`src/rtl/rcv_pkg.sv`:
```
// Shared types and constants for the parametrised UART receive block.
package rcv_pkg;

  typedef enum logic [2:0] {
    StIdle,
    StStart,
    StData,
    StParity,
    StStop
  } rcv_state_e;

  localparam int unsigned PARITY_NONE = 0;
  localparam int unsigned PARITY_EVEN = 1;
  localparam int unsigned PARITY_ODD  = 2;

endpackage

```
`src/rtl/rcv_fifo.sv`:
```
// Synchronous first-word fall-through FIFO; head reads as zero while empty.
module rcv_fifo #(
  parameter int unsigned Width = 8,
  parameter int unsigned Depth = 4
) (
  input  logic                     clk_i,
  input  logic                     rst_ni,
  input  logic                     push_i,
  input  logic [Width-1:0]         data_i,
  input  logic                     pop_i,
  output logic [Width-1:0]         head_o,
  output logic [$clog2(Depth):0]   count_o,
  output logic                     full_o,
  output logic                     empty_o
);

  localparam int unsigned AddrW = $clog2(Depth);

  logic [Width-1:0] mem_q [Depth];
  logic [AddrW-1:0] wptr_q, rptr_q;
  logic [AddrW:0]   count_q;
  logic             do_push, do_pop;

  assign empty_o = (count_q == '0);
  assign full_o  = (count_q == (AddrW + 1)'(Depth));
  assign do_pop  = pop_i & ~empty_o;
  // A pop on the same edge frees the slot, so a full FIFO still accepts the push.
  assign do_push = push_i & (~full_o | do_pop);

  always_ff @(posedge clk_i) begin
    if (!rst_ni) begin
      wptr_q  <= '0;
      rptr_q  <= '0;
      count_q <= '0;
    end else begin
      if (do_push) wptr_q <= wptr_q + AddrW'(1);
      if (do_pop)  rptr_q <= rptr_q + AddrW'(1);
      case ({do_push, do_pop})
        2'b10:   count_q <= count_q + (AddrW + 1)'(1);
        2'b01:   count_q <= count_q - (AddrW + 1)'(1);
        default: count_q <= count_q;
      endcase
    end
  end

  always_ff @(posedge clk_i) begin
    if (do_push) mem_q[wptr_q] <= data_i;
  end

  assign head_o  = empty_o ? '0 : mem_q[rptr_q];
  assign count_o = count_q;

endmodule

```
`src/rtl/rcv_block_param.sv`:
```
// Parametrised UART receiver: synchronizer, frame FSM, sticky status flags and a receive FIFO.
module rcv_block_param #(
  parameter int unsigned DATA_BITS    = 8,
  parameter int unsigned CLKS_PER_BIT = 10,
  parameter int unsigned PARITY_MODE  = 0,
  parameter int unsigned FIFO_DEPTH   = 4
) (
  input  logic                          clk,
  input  logic                          n_rst,
  input  logic                          serial_in,
  input  logic                          data_read,
  output logic [DATA_BITS-1:0]          rx_data,
  output logic                          data_ready,
  output logic [$clog2(FIFO_DEPTH):0]   fifo_count,
  output logic                          framing_error,
  output logic                          parity_error,
  output logic                          overrun_error
);

  import rcv_pkg::*;

  localparam int unsigned CntW   = $clog2(CLKS_PER_BIT);
  localparam logic [CntW-1:0] HalfM1 = CntW'(CLKS_PER_BIT / 2 - 1);
  localparam logic [CntW-1:0] FullM1 = CntW'(CLKS_PER_BIT - 1);
  localparam logic [3:0] LastBit = 4'(DATA_BITS - 1);
  localparam logic ParOdd = (PARITY_MODE == PARITY_ODD);

  rcv_state_e           state_q, state_d;
  logic [1:0]           sync_q, valid_q;
  logic                 prev_q;
  logic [CntW-1:0]      cnt_q, cnt_d;
  logic [3:0]           bit_q, bit_d;
  logic [DATA_BITS-1:0] shift_q, shift_d;
  logic                 par_bad_q, par_bad_d;
  logic                 framing_q, framing_d, parity_q, parity_d, overrun_q, overrun_d;
  logic                 line_s, fall, push, pop_acc, fifo_full, fifo_empty;

  assign line_s  = sync_q[1];
  // prev_q only holds a 1 once the line has really been seen high since reset.
  assign fall    = prev_q & ~line_s;
  assign pop_acc = data_read & ~fifo_empty;

  always_comb begin
    state_d   = state_q;
    cnt_d     = cnt_q + CntW'(1);
    bit_d     = bit_q;
    shift_d   = shift_q;
    par_bad_d = par_bad_q;
    framing_d = framing_q;
    parity_d  = parity_q;
    overrun_d = overrun_q;
    push      = 1'b0;
    if (pop_acc) overrun_d = 1'b0;
    case (state_q)
      StIdle: begin
        cnt_d = '0;
        if (fall) state_d = StStart;
      end
      StStart: begin
        if (cnt_q == HalfM1) begin
          cnt_d = '0;
          if (!line_s) begin
            framing_d = 1'b0;
            parity_d  = 1'b0;
            par_bad_d = 1'b0;
            bit_d     = '0;
            state_d   = StData;
          end else begin
            state_d = StIdle;
          end
        end
      end
      StData: begin
        if (cnt_q == FullM1) begin
          cnt_d   = '0;
          shift_d = {line_s, shift_q[DATA_BITS-1:1]};
          bit_d   = bit_q + 4'd1;
          if (bit_q == LastBit) begin
            if (PARITY_MODE != PARITY_NONE) state_d = StParity;
            else                            state_d = StStop;
          end
        end
      end
      StParity: begin
        if (cnt_q == FullM1) begin
          cnt_d     = '0;
          par_bad_d = line_s ^ (^shift_q) ^ ParOdd;
          state_d   = StStop;
        end
      end
      StStop: begin
        if (cnt_q == FullM1) begin
          cnt_d   = '0;
          state_d = StIdle;
          if (!line_s)                    framing_d = 1'b1;
          else if (par_bad_q)             parity_d  = 1'b1;
          else if (fifo_full && !pop_acc) overrun_d = 1'b1;
          else                            push      = 1'b1;
        end
      end
      default: state_d = StIdle;
    endcase
  end

  always_ff @(posedge clk) begin
    if (!n_rst) begin
      state_q   <= StIdle;
      sync_q    <= 2'b11;
      valid_q   <= 2'b00;
      prev_q    <= 1'b0;
      cnt_q     <= '0;
      bit_q     <= '0;
      shift_q   <= '0;
      par_bad_q <= 1'b0;
      framing_q <= 1'b0;
      parity_q  <= 1'b0;
      overrun_q <= 1'b0;
    end else begin
      state_q   <= state_d;
      sync_q    <= {sync_q[0], serial_in};
      valid_q   <= {valid_q[0], 1'b1};
      prev_q    <= line_s & valid_q[1];
      cnt_q     <= cnt_d;
      bit_q     <= bit_d;
      shift_q   <= shift_d;
      par_bad_q <= par_bad_d;
      framing_q <= framing_d;
      parity_q  <= parity_d;
      overrun_q <= overrun_d;
    end
  end

  rcv_fifo #(
    .Width (DATA_BITS),
    .Depth (FIFO_DEPTH)
  ) u_fifo (
    .clk_i   (clk),
    .rst_ni  (n_rst),
    .push_i  (push),
    .data_i  (shift_q),
    .pop_i   (pop_acc),
    .head_o  (rx_data),
    .count_o (fifo_count),
    .full_o  (fifo_full),
    .empty_o (fifo_empty)
  );

  assign data_ready    = ~fifo_empty;
  assign framing_error = framing_q;
  assign parity_error  = parity_q;
  assign overrun_error = overrun_q;

endmodule

```
`config.mk`:
```
export PLATFORM = sky130hd
export DESIGN_NAME = rcv_block_param
export DESIGN_NICKNAME = d
export VERILOG_FILES = /design/src/rtl/rcv_pkg.sv /design/src/rtl/rcv_fifo.sv /design/src/rtl/rcv_block_param.sv
export SDC_FILE = /design/constraint.sdc
export NUM_CORES = 1
export LEC_CHECK = 0
export BUFFER_PORTS_ARGS = -buffer_cell sky130_fd_sc_hd__buf_2
export CAP_MARGIN = 30
export CORE_UTILIZATION = 59
export CTS_CLUSTER_SIZE = 16
export DETAILED_ROUTE_END_ITERATION = 8
export PLACE_DENSITY = 0.78
export SYNTH_ARGS = -nofsm -noshare
export SYNTH_HDL_FRONTEND = slang
export SYNTH_SLANG_ARGS = --single-unit
export TNS_END_PERCENT = 5
```
`constraint.sdc`:
```
create_clock -name clk -period 3.06 [get_ports clk]
set_clock_uncertainty 0.2 [all_clocks]
set_input_delay 0.459 -clock clk [delete_from_list [all_inputs] [get_ports clk]]
set_output_delay 0.459 -clock clk [all_outputs]
set_load 0.01 [all_outputs]
```
==> results.toml <==
[timing]
min_period_ns = 2.76
tightest_slew_ns = 0.739
rsz0062_at_grt = "false"
fin_ws_ns = 0.304
finalSetupViolations = 0
hold_viol_final = 0
clock.fmax_ghz = 0.363
min_period_over_period = 0.901
slew_violations = 0
setup-tns-final_ns = 0
hold_ws_ns = 0.113
slew-limit-headroom = 0.504

[floorplan]
die_width_um = 73.3
coreArea_um2 = 4820
die_area_um2 = 5370
io_pins = 19
rows = 25
die_h_um = 73.3
initial_core_util = 0.622

[yosys]
yosys-mux-area-fraction = 0.0668
synthXorXnorAreaFrac = 0.0426
synth_largest_area_cell = "edfxtp_1"
ys_seq_area_frac = 0.568
synth_area_leaders = "edfxtp_1, dfxtp_1, mux4_2"
synthFlopType = "dfxtp_1"
synth_nets = 267
syn-mean-instance-area_um2 = 11.8
synth_top_family_by_area = "simple AND/OR/NAND/NOR gates"
netlist_instances = 253
synth-edff-count = 32
synthDistinctLibCells = 45
synth_compound_area_frac = 0.0718
synth.most_common_cell = "dfxtp_1"
synth_seq_cells = 69
yosys.area_share.simple = 0.170
yosys.area_share.adder = 0.0443
synthTopCellsByCount = "dfxtp_1, edfxtp_1, nand2_1"
syn-cell-area_um2 = 3000
synth_top_area_frac = 0.321
ys_warn_count = 0
synthArstFlopShare = 0

[drt]
drtIter0Drc = 103
firstDrtPassIters = 4
wirelength_um = 4720
final_antenna_net_count = 0
viasPerCell = 5.34
drc_errors = 0
num_vias = 1837
wl_per_cell_um = 13.7

[clocking]
cts-resized-gates = 0
clock_sinks = 69
cts_root_buf = "clkbuf_8"
clockBufferDepth = 2
cts_tree = "yes"
cts_setup_buffers = 0
cts_made_buffers = 9
clock_latency_ns = 0.33
htree_levels = 3
cts.clk_slew.worst_paths_ns = 0.07
ctsHoldBuffers = 0

[setup_path]
crit_chain = "inv_1 > ha_1 > and3b_1 > and3_1 > and2_1 > inv_1 > ha_1 > inv_1 > fa_1 > xor2_1 > or3_1 > a21oi_1"
cp_max_fo = 7
critPathMaxStageDelay_ns = 0.37
start_kind = "flop"
critPathRequiredTime_ns = 3.11
regToRegSetupSlack_ns = 0.30
path_buf_inv = 3
endpoint_kind = "flop"
crit_path_frequent_cell = "inv_1"
crit_arrival_ns = 2.80
critPathKind = "reg -> reg"
cp_top_family = "simple AND/OR/NAND/NOR gates"
cp_slowest_cell = "fa_1"

[global_route]
first_global_vias = 1686
grt_max_degree = 26
grt_usage = 0.204
grt_pass1_wl_um = 7970
antenna_found_initial = 0
grt_overflow = 0

[outcome]
status = "completed"

[cells_and_area]
area_growth_pct = 10.6
drive_gt1_frac = 0.188
final_util = 0.688
fin_cells = 344
num_antenna_cells = 0
final_nets = 286

[placed_design]
dpl_worst_slack_ns = 0.229
globalplace.congestion = 0.828
portBuffers = 18
dp.cells = 328
hpwl_um = 3310

[power]
p_leak_nw = 1.22
ir_worst_vdd_mv = 0.478
pwr_density_cell_nw_per_um2 = 505

[worst_hold_path]
hold_class = "in -> reg"

[run]
drv_cap = 0
report_power, final:
group,internal [W],leakage (nW),switching (W)
clock network,0.000372,0.100,0.000325
registers,0.000959,0.596,0.00000215
logic,0.00000543,0.525,0.0000118
total,0.00134,1.22,0.000339
worst reg2reg max path: cells and delay by family, from the launching register on:
family	cells	cell delay, ns
buf+inv	3	0.18
flops	1	0.36
compound gates	1	0.13
xor+xnor	1	0.15
simple gates	4	0.91
fa+ha+maj	3	0.74
placed cells by master (no fill, tap or decap), types with 2 or more instances in the layout:
| cell type | n |
|---|---|
| nor4_1 | 2 |
| nand3_1 | 7 |
| inv_1 | 12 |
| nand2b_1 | 7 |
| clkinv_1 | 2 |
| buf_4 | 2 |
| nand3b_1 | 2 |
| buf_2 | 18 |
| ha_1 | 9 |
| clkinv_4 | 2 |
| dfxtp_1 | 37 |
| o21ai_0 | 5 |
| nor3_1 | 4 |
| and3_1 | 6 |
| and2_1 | 10 |
| clkinv_2 | 3 |
| and3b_1 | 3 |
| xnor2_1 | 5 |
| nor2_1 | 18 |
| edfxtp_1 | 32 |
| clkbuf_8 | 9 |
| mux4_2 | 8 |
| mux2i_1 | 2 |
| nand2_1 | 23 |
| or3_1 | 2 |
| a21oi_1 | 18 |
| a31oi_1 | 2 |
| xor2_1 | 7 |
cell families (layout without fill, tap and decap cells):
group	count (synthesis)	count (layout)
AO/OA/AOI/OAI	33	33
flip-flops	69	69
multiplexers	10	10
XOR/XNOR	13	13
adder cells (fa/ha/maj)	10	10
buffers and inverters	25	49
AND/OR/NAND/NOR	93	93
layout make-up:
class	count	area [um2]
multi-input combinational	159	1180
clock buffer	9	124
sequential	69	1700
clock inverter	7	66.3
fill	388	1500
inverter	13	48.8
tap	67	83.8
timing repair buffer	20	105
flip-flops by register name (all words and copies together), names as in the netlist, named ones only:
name            count
parity_error        1
valid_q             2
shift_q             8
u_fifo.count_o      3
cnt_q               4
overrun_error       1
u_fifo.mem_q       32
prev_q              1
u_fifo.wptr_q       2
framing_error       1
par_bad_q           1
u_fifo.rptr_q       2
bit_q               4
sync_q              2
state_q             3
worst paths after layout:
check	start	to	depth (start not counted)
worst max-delay path	cnt_q[1]$_SDFF_PN0_	u_fifo.count_o[2]$_SDFFE_PN0P_	12
worst min-delay path	serial_in	sync_q[0]$_SDFF_PN1_	2
worst max register to register	cnt_q[1]$_SDFF_PN0_	u_fifo.count_o[2]$_SDFFE_PN0P_	12
worst min register to register	sync_q[0]$_SDFF_PN1_	sync_q[1]$_SDFF_PN1_	1
per-layer routing:
layer,GRT usage,wire [um]
met1,0.267,2110
met2,0.323,2410
met3,0.0453,152
met4,0.102,42
met5,0,0
stage by stage:
step	power, W	area [um2]
2_1_floorplan	0.000994	3000
3_3_place_gp	0.000998	3120
3_5_place_dp	0.000999	3120
4_1_cts	0.00168	3310
5_1_grt	0.00174	3310
6_report	0.00167	3310
Power figures use the tool's default switching activity.
